File: src/rtl/fetch_stage.sv
// ============================================================================
// Module   : fetch_stage
// Brief    : LC-3b instruction fetch with PC, IF/ID register, stall and redirect
// Revision : 1.0
// ============================================================================
`default_nettype none

module fetch_stage #(
    parameter logic [15:0] RESET_PC = 16'h0000
) (
    input  logic        clk,
    input  logic        rst_n,
    output logic        imem_read,
    output logic [15:0] imem_address,
    input  logic [15:0] imem_rdata,
    input  logic        imem_resp,
    input  logic        stall,
    input  logic        redirect,
    input  logic [15:0] redirect_pc,
    output logic        ifid_valid,
    output logic [15:0] ifid_pc,
    output logic [15:0] ifid_ir,
    output logic [3:0]  opcode,
    output logic        ir5,
    output logic        ir11
);

    typedef enum logic [1:0] {
        START = 2'd0,
        FETCH = 2'd1,
        HOLD  = 2'd2,
        DRAIN = 2'd3
    } state_t;

    state_t      state;
    logic [15:0] pc;
    logic [15:0] drain_addr;
    logic [15:0] hold_ir;
    logic [15:0] hold_pc;
    logic [15:0] pc_plus2;

    assign pc_plus2 = pc + 16'd2;

    // Outputs decode registered state only, so they move solely on clock edges.
    assign imem_read    = (state == FETCH) || (state == DRAIN);
    assign imem_address = (state == DRAIN) ? {drain_addr[15:1], 1'b0} : {pc[15:1], 1'b0};

    assign opcode = ifid_ir[15:12];
    assign ir5    = ifid_ir[5];
    assign ir11   = ifid_ir[11];

    always_ff @(posedge clk or negedge rst_n) begin
        if (!rst_n) begin
            state      <= START;
            pc         <= RESET_PC;
            drain_addr <= 16'h0000;
            hold_ir    <= 16'h0000;
            hold_pc    <= 16'h0000;
            ifid_valid <= 1'b0;
            ifid_pc    <= 16'h0000;
            ifid_ir    <= 16'h0000;
        end else begin
            case (state)
                START: begin
                    if (redirect)
                        pc <= redirect_pc;
                    state <= FETCH;
                end

                FETCH: begin
                    if (redirect) begin
                        pc         <= redirect_pc;
                        ifid_valid <= 1'b0;
                        ifid_pc    <= 16'h0000;
                        ifid_ir    <= 16'h0000;
                        if (!imem_resp) begin
                            // Outstanding request must complete before retargeting.
                            drain_addr <= pc;
                            state      <= DRAIN;
                        end
                    end else if (imem_resp) begin
                        pc <= pc_plus2;
                        if (!stall) begin
                            ifid_valid <= 1'b1;
                            ifid_pc    <= pc_plus2;
                            ifid_ir    <= imem_rdata;
                        end else begin
                            hold_ir <= imem_rdata;
                            hold_pc <= pc_plus2;
                            state   <= HOLD;
                        end
                    end else if (!stall) begin
                        ifid_valid <= 1'b0;
                        ifid_ir    <= 16'h0000;
                    end
                end

                HOLD: begin
                    if (redirect) begin
                        pc         <= redirect_pc;
                        ifid_valid <= 1'b0;
                        ifid_pc    <= 16'h0000;
                        ifid_ir    <= 16'h0000;
                        state      <= FETCH;
                    end else if (!stall) begin
                        ifid_valid <= 1'b1;
                        ifid_pc    <= hold_pc;
                        ifid_ir    <= hold_ir;
                        state      <= FETCH;
                    end
                end

                DRAIN: begin
                    if (redirect) begin
                        pc         <= redirect_pc;
                        ifid_valid <= 1'b0;
                        ifid_pc    <= 16'h0000;
                        ifid_ir    <= 16'h0000;
                    end else if (!stall) begin
                        ifid_valid <= 1'b0;
                        ifid_ir    <= 16'h0000;
                    end
                    if (imem_resp)
                        state <= FETCH;
                end

                default: state <= START;
            endcase
        end
    end

endmodule

`default_nettype wire

File: config.mk
export PLATFORM = sky130hd
export DESIGN_NAME = fetch_stage
export DESIGN_NICKNAME = d
export VERILOG_FILES = /design/src/rtl/fetch_stage.sv
export SDC_FILE = /design/constraint.sdc
export NUM_CORES = 1
export LEC_CHECK = 0
export CAP_MARGIN = 25
export CORE_AREA = 2 2 99 101
export DETAILED_ROUTE_END_ITERATION = 12
export DIE_AREA = 0 0 101 103
export DONT_BUFFER_PORTS = 1
export GPL_TIMING_DRIVEN = 0
export HOLD_SLACK_MARGIN = 0.08
export PLACE_DENSITY = 0.69
export RECOVER_POWER = 25
export SLEW_MARGIN = 10
export SYNTH_ARGS = -nofsm -noshare
export SYNTH_HDL_FRONTEND = slang
export SYNTH_SLANG_ARGS = --single-unit
File: constraint.sdc
create_clock -name clk -period 4.78 [get_ports clk]
set_input_delay 0.956 -clock clk [delete_from_list [all_inputs] [get_ports clk]]
set_output_delay 0.956 -clock clk [all_outputs]
set_load 0.005 [all_outputs]
## Word level (Yosys, flattened, before mapping)

Cells that the tools add are included.

- $lt $le $gt $ge: 0
- Divide/modulo/power cells: 0
- Bitwise gates (word level): 2
- Multipliers: 0
- Add/subtract/negate cells: 1
- Reduce and logical (&&, ||, !) cells: 10
- Shifts and indexed selects: 0
- Equality and inequality tests: 12
- Muxes and demuxes: 35

Operator list:

| cell | count |
|---|---|
| 16-bit two-way mux | 17 |
| 16-bit one-hot mux with 3 select lines | 2 |
| 16-bit one-hot mux with 2 select lines | 1 |
| 16-bit by 2-bit adder with 16-bit output, second input constant | 1 |
| 3-bit != test, second input constant | 5 |
| 2-bit two-way mux | 7 |
| 5-bit AND reduction | 2 |
| 2-bit one-hot mux with 4 select lines | 1 |
| 1-bit two-way mux | 6 |
| 3-bit AND reduction | 2 |
| 2-bit == test, second input constant | 2 |
| 2-bit != test, second input constant | 2 |
| 4-bit != test, second input constant | 1 |
| 4-bit AND reduction | 1 |
| 1-bit one-hot mux with 3 select lines | 1 |
| 3-bit nonzero test | 1 |
| 3-bit OR reduction | 1 |
| 2-bit by 1-bit == test with 1-bit output, second input constant | 1 |
| 2-bit zero test | 1 |
| 2-bit by 1-bit != test with 1-bit output, second input constant | 1 |
| 1-bit NOT | 2 |
| 2-bit AND reduction | 1 |
| 1-bit logical OR | 1 |

- Register bits after elaboration: 99
- Logic and storage cells: 68
- Memory bits (writable): 0
- Memories: 0
- Bits in latches: 0
- Memory bits (read-only): 0
- Input bits: 37
- Output and inout port bits: 56

## Logic depth before layout (Yosys ltp)

Gate-level depths: netlist of run 1.

- Depth after elaboration: 5
- Depth in mapped cells: 7

## Worst setup path after synthesis of run 1

OpenSTA, ideal clock, no wires.

- Path type: register to output
- From: register state[1]
- To: output port imem_address[10]
- Stages on the path, launching flop included: 5
- Data required time: 3.824 ns
- Arrival: 1.327 ns
- Path slack: 2.497 ns
- Buffers on the path: 2
- Path through: dfrtp_1 > buf_2 > nand2_1 > buf_2 > mux2_2

- Longest elaborated chain between the ends: 2

RTL lines:

| what | line | RTL |
|---|---|---|
| start: declaration | 35 | `state_t state;` |
| start signal: assignment | 54 | `state <= START;` |
| start signal: assignment | 67 | `state <= FETCH;` |
| start signal: assignment | 79 | `state <= DRAIN;` |
| 2-bit == test | 46 | `assign imem_address = (state == DRAIN) ? {drain_addr[15:1], 1'b0} : {pc[15:1], 1'b0};` |
| 16-bit two-way mux | 46 |  |
| end: declaration | 14 | `output logic [15:0] imem_address,` |

Every way passes these cells.

## Worst setup path after layout of run 1

- From: register state[1]
- To: output port imem_address[7]

The elaborated chain is that of the path after synthesis.

==> summary.txt, run 1 <==
GRT
  – Initial antenna violation count: 0
  – First-pass GRT wire length: 18500 um
  – Vias in the first global route: 3496
  – GR Overflow Total: 0
  – Largest net degree at the start of global routing: 99
  – GRT Total Usage: 23.4%

Setup path
  – CP top delay family: buffers and inverters
  – Crit Path Max Fanout: 10
  – CP Capture Type: output port
  – Worst path cell trace: buf_2 -> nand2_1 -> buf_2 -> mux2_2
  – CP peak stage delay: 420 ps
  – WP data arrival: 1950 ps
  – Startpoint types: register
  – Setup CP Type: reg2out
  – Worst EP required: 3820 ps
  – Worst path bufs/invs: 2
  – CP max-delay cell: dfrtp_1
  – Most frequent CP cell: buf_2

Power
  – Clock power share: 28.5%
  – Pleak: 2.30 nW
  – Seq pwr share: 51.5%
  – Worst VDD drop: 0.000171 V
  – P per Cell Area: 393 mW/mm^2
  – NetSw: 602 uW
  – Switch share: 28.5%
  – Comb pwr share: 20.0%
  – Internal: 1.51 mW

Flow run
  – Max-cap viol count: 0

STA
  – Shortest period the worst path allows: 2900 ps
  – RSZ-0062 raised after global routing: false
  – Setup TNS Final: 0 ps
  – Clk_skew: 11.6 ps
  – Setup slack after layout: 1880 ps
  – Final Max Tran Viols: 0
  – Worst-Margin Slew: 552 ps
  – Fmax: 0.344 GHz
  – Hold Vio Cnt, Final: 0
  – Headroom to the max-slew limit: 63.2%
  – Final Setup Violations: 0
  – Final worst path period share: 60.8%

Placed design
  – DP Worst Slack: 2260 ps
  – Hpwl dp: 8130 um
  – Gpl congestion: 0.811
  – IO buf count: 0

Logic synthesis
  – Ys flop type: dfrtp_1
  – Synth warnings: 0
  – Post-Syn Area per Cell: 11.2 um^2
  – Syn Inst Count: 446
  – Yosys reg bits: 98
  – Post-synth ARST share: 100%
  – Seq/Total Area, Yosys: 49.0%
  – Area leader, netlist: dfrtp_1
  – Synth top area cells: dfrtp_1 49%, mux2_2 8.3%, a22oi_1 3.9%
  – Cell Area, Synth: 0.00501 mm^2
  – Synth top area share: 49.0%
  – EDFF count, synth: 0
  – Syn_nets: 484
  – Synth cell types: 50

Detailed routing
  – Vias: 3534
  – Iter 0 DRT Violations: 190
  – DRC Markers: 0
  – Vias per inst: 6.14
  – ANT nets after route: 0
  – Final wirelength: 11500 um
  – Drt first pass iters: 4
  – Wire length per cell: 20.0 um

CTS
  – Worst-path clk slew: 90 ps
  – Post-CTS Setup Bufs: 0
  – Clk buf depth: 2
  – TritonCTS sink count: 98
  – CTS resizes: 0
  – H-tree depth: 3
  – Hold-fix buffers at CTS: 0
  – Root buffer cell: clkbuf_8
  – CTS tree: built
  – Clock Latency Late Sink: 380 ps
  – Num CTS Buffers: 9

Outcome
  – Status: completed

Finish
  – Ratio of cells with drive above 1 in the final layout: 25.3%
  – Synth-to-Final Area Change: 7.40%
  – Post-layout net count: 495
  – Antenna diodes: 0

Min path
  – Worst min path class: in2async

Floorplanning
  – Initial Util: 52.9%
  – Die height: 103 um
  – Die area: 0.0104 mm^2
  – Total core area: 0.00946 mm^2
  – Num rows: 36
  – Die Wd: 101 um
  – Ports: 93
## cell type report
class | instances | area (um^2)
clock buffers | 10 | 138
multi-input cells | 299 | 2290
well taps | 114 | 143
clock inverters | 6 | 90.1
plain buffers | 41 | 238
fillers | 802 | 4080
inverters | 8 | 30.0
flip-flops and latches | 98 | 2450
## per-layer routing
metal | GRT usage, % | routed length, um | up-vias
met5 | 0 | 0 | -
met4 | 9.77 | 293 | 0
met3 | 8.61 | 888 | 21
met2 | 35.3 | 5350 | 100
met1 | 30.8 | 4990 | 1758
li1 | - | - | 1655
## cell usage in the layout (no fill, tap or decap), types with 2 or more instances in the layout
master,n
a21oi_1,6
a221oi_2,2
a22o_1,18
a22oi_1,26
a2bb2oi_1,2
buf_1,2
buf_2,18
buf_4,12
buf_6,2
bufinv_16,2
clkbuf_1,6
clkbuf_8,10
clkinv_4,2
dfrtp_1,98
inv_1,8
mux2_2,37
mux2_4,12
mux2i_1,3
nand2_1,43
nand3_1,7
nand3_2,2
nand4_2,2
nor2_1,13
nor2b_1,7
nor3_1,13
nor4_1,3
nor4_2,3
nor4_4,2
o21a_1,4
o21ai_0,31
o21ai_1,6
o221ai_1,2
o22ai_1,3
o2bb2ai_1,17
o31ai_1,5
xnor2_1,13
xor2_1,2
## through the flow
step                power [mW]  util [%]  hold WS (ps)  area [um^2]  std cells
global placement          1.51      54.4           462         5150        560
finish                    2.11      56.9           264         5380        576
global route              2.24      56.9           219         5380        576
floorplan                 1.42         -           450         5010        446
detailed placement        1.53      54.4           471         5150        560
CTS                       2.14      56.9           238         5380        576
## power by group through the flow
stage	sequential (mW)	combinational (mW)	clock, mW
after floorplan	1.07	0.349	0
final	1.09	0.423	0.601
after global placement	1.10	0.414	0
after CTS	1.09	0.427	0.622
after global routing	1.11	0.468	0.660
after detailed placement	1.10	0.425	0
## flip-flops by register name (all words and copies together), names as in the netlist
name / count
hold_pc: 16
ifid_ir: 16
ifid_pc: 16
pc: 16
ifid_valid: 1
hold_ir: 16
drain_addr: 15
state: 2
## cells by family after synthesis
group / Yosys count / share of synthesized area [%]
buf+inv: 49 / 5.35
other cells: 1 / 0.0749
mux: 52 / 12.5
flops: 98 / 49.0
compound gates: 126 / 18.1
fa+ha+maj: 1 / 0.250
simple gates: 104 / 12.1
xor+xnor: 15 / 2.62
## cell usage after synthesis, types with 7 or more instances
| cell | instances |
|---|---|
| nor2b_1 | 7 |
| buf_4 | 12 |
| a22oi_1 | 26 |
| mux2_4 | 12 |
| inv_1 | 8 |
| nor3_1 | 13 |
| nor2_1 | 13 |
| mux2_2 | 37 |
| buf_2 | 18 |
| nand3_1 | 7 |
| xnor2_1 | 13 |
| o21ai_0 | 31 |
| o2bb2ai_1 | 17 |
| dfrtp_1 | 98 |
| nand2_1 | 43 |
| a22o_1 | 18 |
## worst register-to-register path: stages (launching register included)
cell and delay [ps]:
dfrtp_1 420, buf_2 190, buf_2 210, nor2_1 240
clkbuf_1 420, a22oi_1 130, o2bb2ai_1 170
## path summary, 6_finish.rpt
kind | cells past startpoint | slack [ps] | start | to
setup / recovery | 4 | 1880 | state[1] | imem_address[7]
hold / removal | 0 | 260 | rst_n | ifid_pc[7]
setup reg to reg | 6 | 2930 | state[1] | ifid_ir[14]
hold reg to reg | 2 | 490 | hold_pc[3] | hold_pc[3]
max in group asynchronous | 0 | 4310 | rst_n | hold_pc[11]
min in group clk | 2 | 490 | hold_pc[3] | hold_pc[3]
Power figures use the tool's default switching activity.
==> run 2, diff against run 1 <==
Clock period 4.78 ns to 2.9 ns, I/O delays scaled along.
==> summary.txt, run 2 (synthesized netlist as in run 1, its figures left out) <==
Power
  – Comb pwr share: 20.6%
  – NetSw: 1.03 mW
  – Pleak: 2.31 nW
  – P per Cell Area: 654 mW/mm^2
  – Clock power share: 28.4%
  – Switch share: 29.3%
  – Total power draw: 3.52 mW
  – Internal: 2.49 mW
  – Seq pwr share: 51.0%
  – Worst VDD drop: 0.000282 V

Setup path
  – Crit Path Max Fanout: 10
  – Startpoint types: register
  – Worst EP required: 2320 ps
  – Setup CP Type: reg2out
  – CP Capture Type: output port
  – WP data arrival: 1960 ps

CTS
  – Clock Latency Late Sink: 380 ps
  – Worst-path clk slew: 100 ps
  – Clk buf depth: 2
  – TritonCTS sink count: 98
  – Num CTS Buffers: 9
  – CTS tree: built
  – Root buffer cell: clkbuf_8
  – CTS resizes: 0
  – H-tree depth: 3

GRT
  – First-pass GRT wire length: 18600 um
  – Initial antenna violation count: 0
  – GRT Total Usage: 23.4%
  – Largest net degree at the start of global routing: 99
  – Vias in the first global route: 3524
  – GR Overflow Total: 0

Finish
  – Most frequent cells in the layout: 98 x dfrtp_1, 43 x nand2_1, 37 x mux2_2
  – Fill count: 802
  – Non-Filler Instances: 577
  – Synth-to-Final Area Change: 7.50%
  – Commonest non-fill, non-tap cell in the layout: dfrtp_1
  – Antenna diodes: 0
  – Post-layout net count: 496
  – Ratio of cells with drive above 1 in the final layout: 25.5%

STA
  – Clk_skew: 12.1 ps
  – Setup TNS Final: 0 ps
  – Headroom to the max-slew limit: -43.5%
  – Shortest period the worst path allows: 2540 ps
  – Final Setup Violations: 0
  – RSZ-0062 raised after global routing: false
  – Fmax: 0.394 GHz
  – Final worst path period share: 87.5%
  – Worst-Margin Slew: 2150 ps
  – Hold Vio Cnt, Final: 0
  – Final Max Tran Viols: 99

Detailed routing
  – Vias per inst: 6.16
  – Drt first pass iters: 4
  – Vias: 3552
  – ANT nets after route: 0
  – Iter 0 DRT Violations: 204
  – Final wirelength: 11600 um
  – Wire length per cell: 20.2 um
  – DRC Markers: 0

Floorplanning
  – Die height: 103 um
  – Initial Util: 52.9%
  – Die area: 0.0104 mm^2
  – Num rows: 36
  – Ports: 93
  – Total core area: 0.00946 mm^2
  – Die Wd: 101 um

Placed design
  – Gpl congestion: 0.811
  – Placed cell count: 560
  – Hpwl dp: 8130 um
  – IO buf count: 0

Outcome
  – Failing checks: max-capacitance violations, max-slew violations
  – Status: finished, violations left

Min path
  – Worst min path class: in2reg

Flow run
  – Max-cap viol count: 1
run 2: power groups by stage:
stage / sequential, mW / combinational (mW) / clock, mW
after floorplan: 1.77 / 0.576 / 0
after global placement: 1.81 / 0.682 / 0
after detailed placement: 1.82 / 0.701 / 0
after CTS: 1.79 / 0.734 / 1.03
after global routing: 1.83 / 0.804 / 1.09
final: 1.79 / 0.725 / 1.00
run 2: layer usage:
metal | global-route usage (%) | up-vias | part of all wire (%)
met5 | 0 | - | 0
met3 | 8.34 | 21 | 7.7
li1 | - | 1656 | -
met4 | 10.5 | 0 | 2.5
met2 | 35.4 | 105 | 46
met1 | 30.6 | 1770 | 43
run 2: final timing paths:
kind,start,end,slack [ps],cells past startpoint
min,redirect_pc[6],pc[6],310,2
max reg2reg,state[1],ifid_ir[14],1050,6
max in group asynchronous,rst_n,drain_addr[3],810,1
max,state[1],imem_address[7],360,4
min reg2reg,hold_pc[6],hold_pc[6],490,2
min in group asynchronous,rst_n,ifid_pc[8],830,1
run 2: through the flow:
| step | util [%] | instance area (um^2) | hold slack (ps) | setup WS, ps |
|---|---|---|---|---|
| global placement | 54.4 | 5150 | 290 | 766 |
| floorplan | - | 5010 | 284 | 993 |
| global route | 56.9 | 5380 | 297 | 264 |
| CTS | 57.1 | 5410 | 123 | 328 |
| detailed placement | 54.4 | 5150 | 290 | 760 |
| finish | 56.9 | 5380 | 312 | 363 |
run 2: repair_timing:
item                                   4_1_cts  5_1_grt
setup buffers                                0        0
endpoints found under the hold margin       98        0
setup endpoints to repair                    0        0
hold buffers                                 1        0
run 2: layout make-up:
cell class	instances	area [um^2]	share of cell area [%]
flip-flops and latches	98	2450	45.6
clock buffers	10	138	2.56
inverters	8	30.0	0.558
repair buffers	1	5.00	0.0930
plain buffers	41	238	4.42
well taps	114	143	2.65
multi-input cells	299	2290	42.5
clock inverters	6	90.1	1.67
run 2: worst max-delay path, stage by stage (launching register included):
cell and delay, ps:
dfrtp_1 420, buf_2 190, nand2_1 270, buf_2 320, mux2_2 380
==> run 3, diff against run 2 <==
Settings changed: CTS_BUF_LIST set to sky130_fd_sc_hd__clkbuf_4.
==> summary.txt, run 3 (synthesized netlist as in run 1, its figures left out) <==
GRT
  – Vias in the first global route: 3523
  – GRT Total Usage: 23.5%
  – Initial antenna violation count: 0
  – First-pass GRT wire length: 18600 um
  – GR Overflow Total: 0
  – Largest net degree at the start of global routing: 99

Placed design
  – Placed cell count: 560
  – Hpwl dp: 8130 um
  – IO buf count: 0
  – Placed Area: 0.00515 mm^2
  – Gpl congestion: 0.811

STA
  – Hold Vio Cnt, Final: 0
  – Worst-Margin Slew: 1320 ps
  – Setup TNS Final: 0 ps
  – Fmax: 0.379 GHz
  – Clk_skew: 21.6 ps
  – RSZ-0062 raised after global routing: false
  – Final Max Tran Viols: 0
  – Headroom to the max-slew limit: 12.1%
  – Shortest period the worst path allows: 2640 ps
  – Final Setup Violations: 0
  – Fin Hold WS: 226 ps
  – Final worst path period share: 90.9%

Finish
  – Fill count: 801
  – Most frequent cells in the layout: 98 x dfrtp_1, 43 x nand2_1, 37 x mux2_2
  – Ratio of cells with drive above 1 in the final layout: 25.2%
  – Post-layout net count: 497
  – Commonest non-fill, non-tap cell in the layout: dfrtp_1
  – Area of the multi-input gates: 0.00229 mm^2
  – Non-Filler Instances: 578
  – Design Area, Final: 0.00533 mm^2
  – Reg area: 0.00245 mm^2
  – Synth-to-Final Area Change: 6.42%
  – Antenna diodes: 0

Floorplanning
  – Initial Util: 52.9%
  – Num rows: 36
  – Total core area: 0.00946 mm^2
  – Die area: 0.0104 mm^2
  – Ports: 93
  – Die Wd: 101 um
  – Die height: 103 um

Detailed routing
  – Wire length per cell: 19.9 um
  – Vias per inst: 6.20
  – Final wirelength: 11500 um
  – Drt first pass iters: 5
  – Iter 0 DRT Violations: 202
  – DRC Markers: 0
  – Vias: 3581
  – ANT nets after route: 0

Setup path
  – Reg2Reg Depth: 6
  – Reg2Reg Setup Slack: 1040 ps
  – WP data arrival: 2060 ps
  – Worst EP required: 2320 ps
  – Setup CP Type: reg2out
  – Startpoint types: register
  – CP Capture Type: output port
  – Crit Path Max Fanout: 10

CTS
  – Clk buf depth: 2
  – Num CTS Buffers: 9
  – CTS resizes: 0
  – Root buffer cell: clkbuf_4
  – TritonCTS sink count: 98
  – Post-CTS Setup Bufs: 0
  – Clock Latency Late Sink: 460 ps
  – CTS tree: built
  – H-tree depth: 3
  – Worst-path clk slew: 160 ps

Power
  – Pleak: 2.28 nW
  – Worst VDD drop: 0.000283 V
  – P per Cell Area: 624 mW/mm^2

Flow run
  – Max-cap viol count: 0

Min path
  – Hold path cells: 2
  – Worst min path class: in2reg

Outcome
  – Status: completed
==> run 3: changes by cell type in the layout (fill, tap and decap cells not counted), sizes merged <==
cell	change
buf	-1
dlygate4sd3	+1
clkinv	+1
==> run 3: area by class of cell <==
type,instances,area share [%]
Sequential cell,98,46.0
Multi-Input combinational cell,299,42.9
Buffer,41,4.46
Tap cell,114,2.68
Clock inverter,7,1.76
Clock buffer,9,1.27
Inverter,8,0.564
Timing Repair Buffer,2,0.329
==> run 3: per-stage QoR <==
step	setup slack (ps)	power [mW]	util, %
final	265	3.33	56.3
after global routing	147	3.54	56.3
after CTS	218	3.37	56.5
after detailed placement	760	2.52	54.4
after global placement	766	2.49	54.4
after floorplan	993	2.35	-
==> run 3: what timing repair did <==
action	CTS	global route
endpoints found under the hold margin	98	0
hold buffers	2	0
endpoints found under the setup margin	0	0
==> run 3: path summary, 6_finish.rpt <==
check | start | endpoint
worst max-delay path | state[1] | imem_address[14]
worst min-delay path | redirect_pc[13] | pc[13]
worst max register to register | state[1] | ifid_ir[14]
worst min register to register | hold_pc[3] | hold_pc[3]
max in group asynchronous | rst_n | drain_addr[3]
min in group asynchronous | rst_n | ifid_pc[11]
==> run 3: where the power goes <==
group	switching (mW)	internal, mW
clock network	0.461	0.348
logic	0.370	0.356
registers	0.168	1.62
==> run 3: per-layer routing <==
metal  vias up  wire (um)  GRT usage (%)
met5         -          0              0
met4         0        334           10.4
met3        21        915           8.07
met2       116       5290           35.3
met1      1783       4950           31.1
li1       1661          -              -
==> run 3: worst max-delay path, cell delays in order (launching register included) <==
cell and delay, ps:
dfrtp_1 440, buf_2 190, nand2_1 270, buf_2 320, mux2_2 380
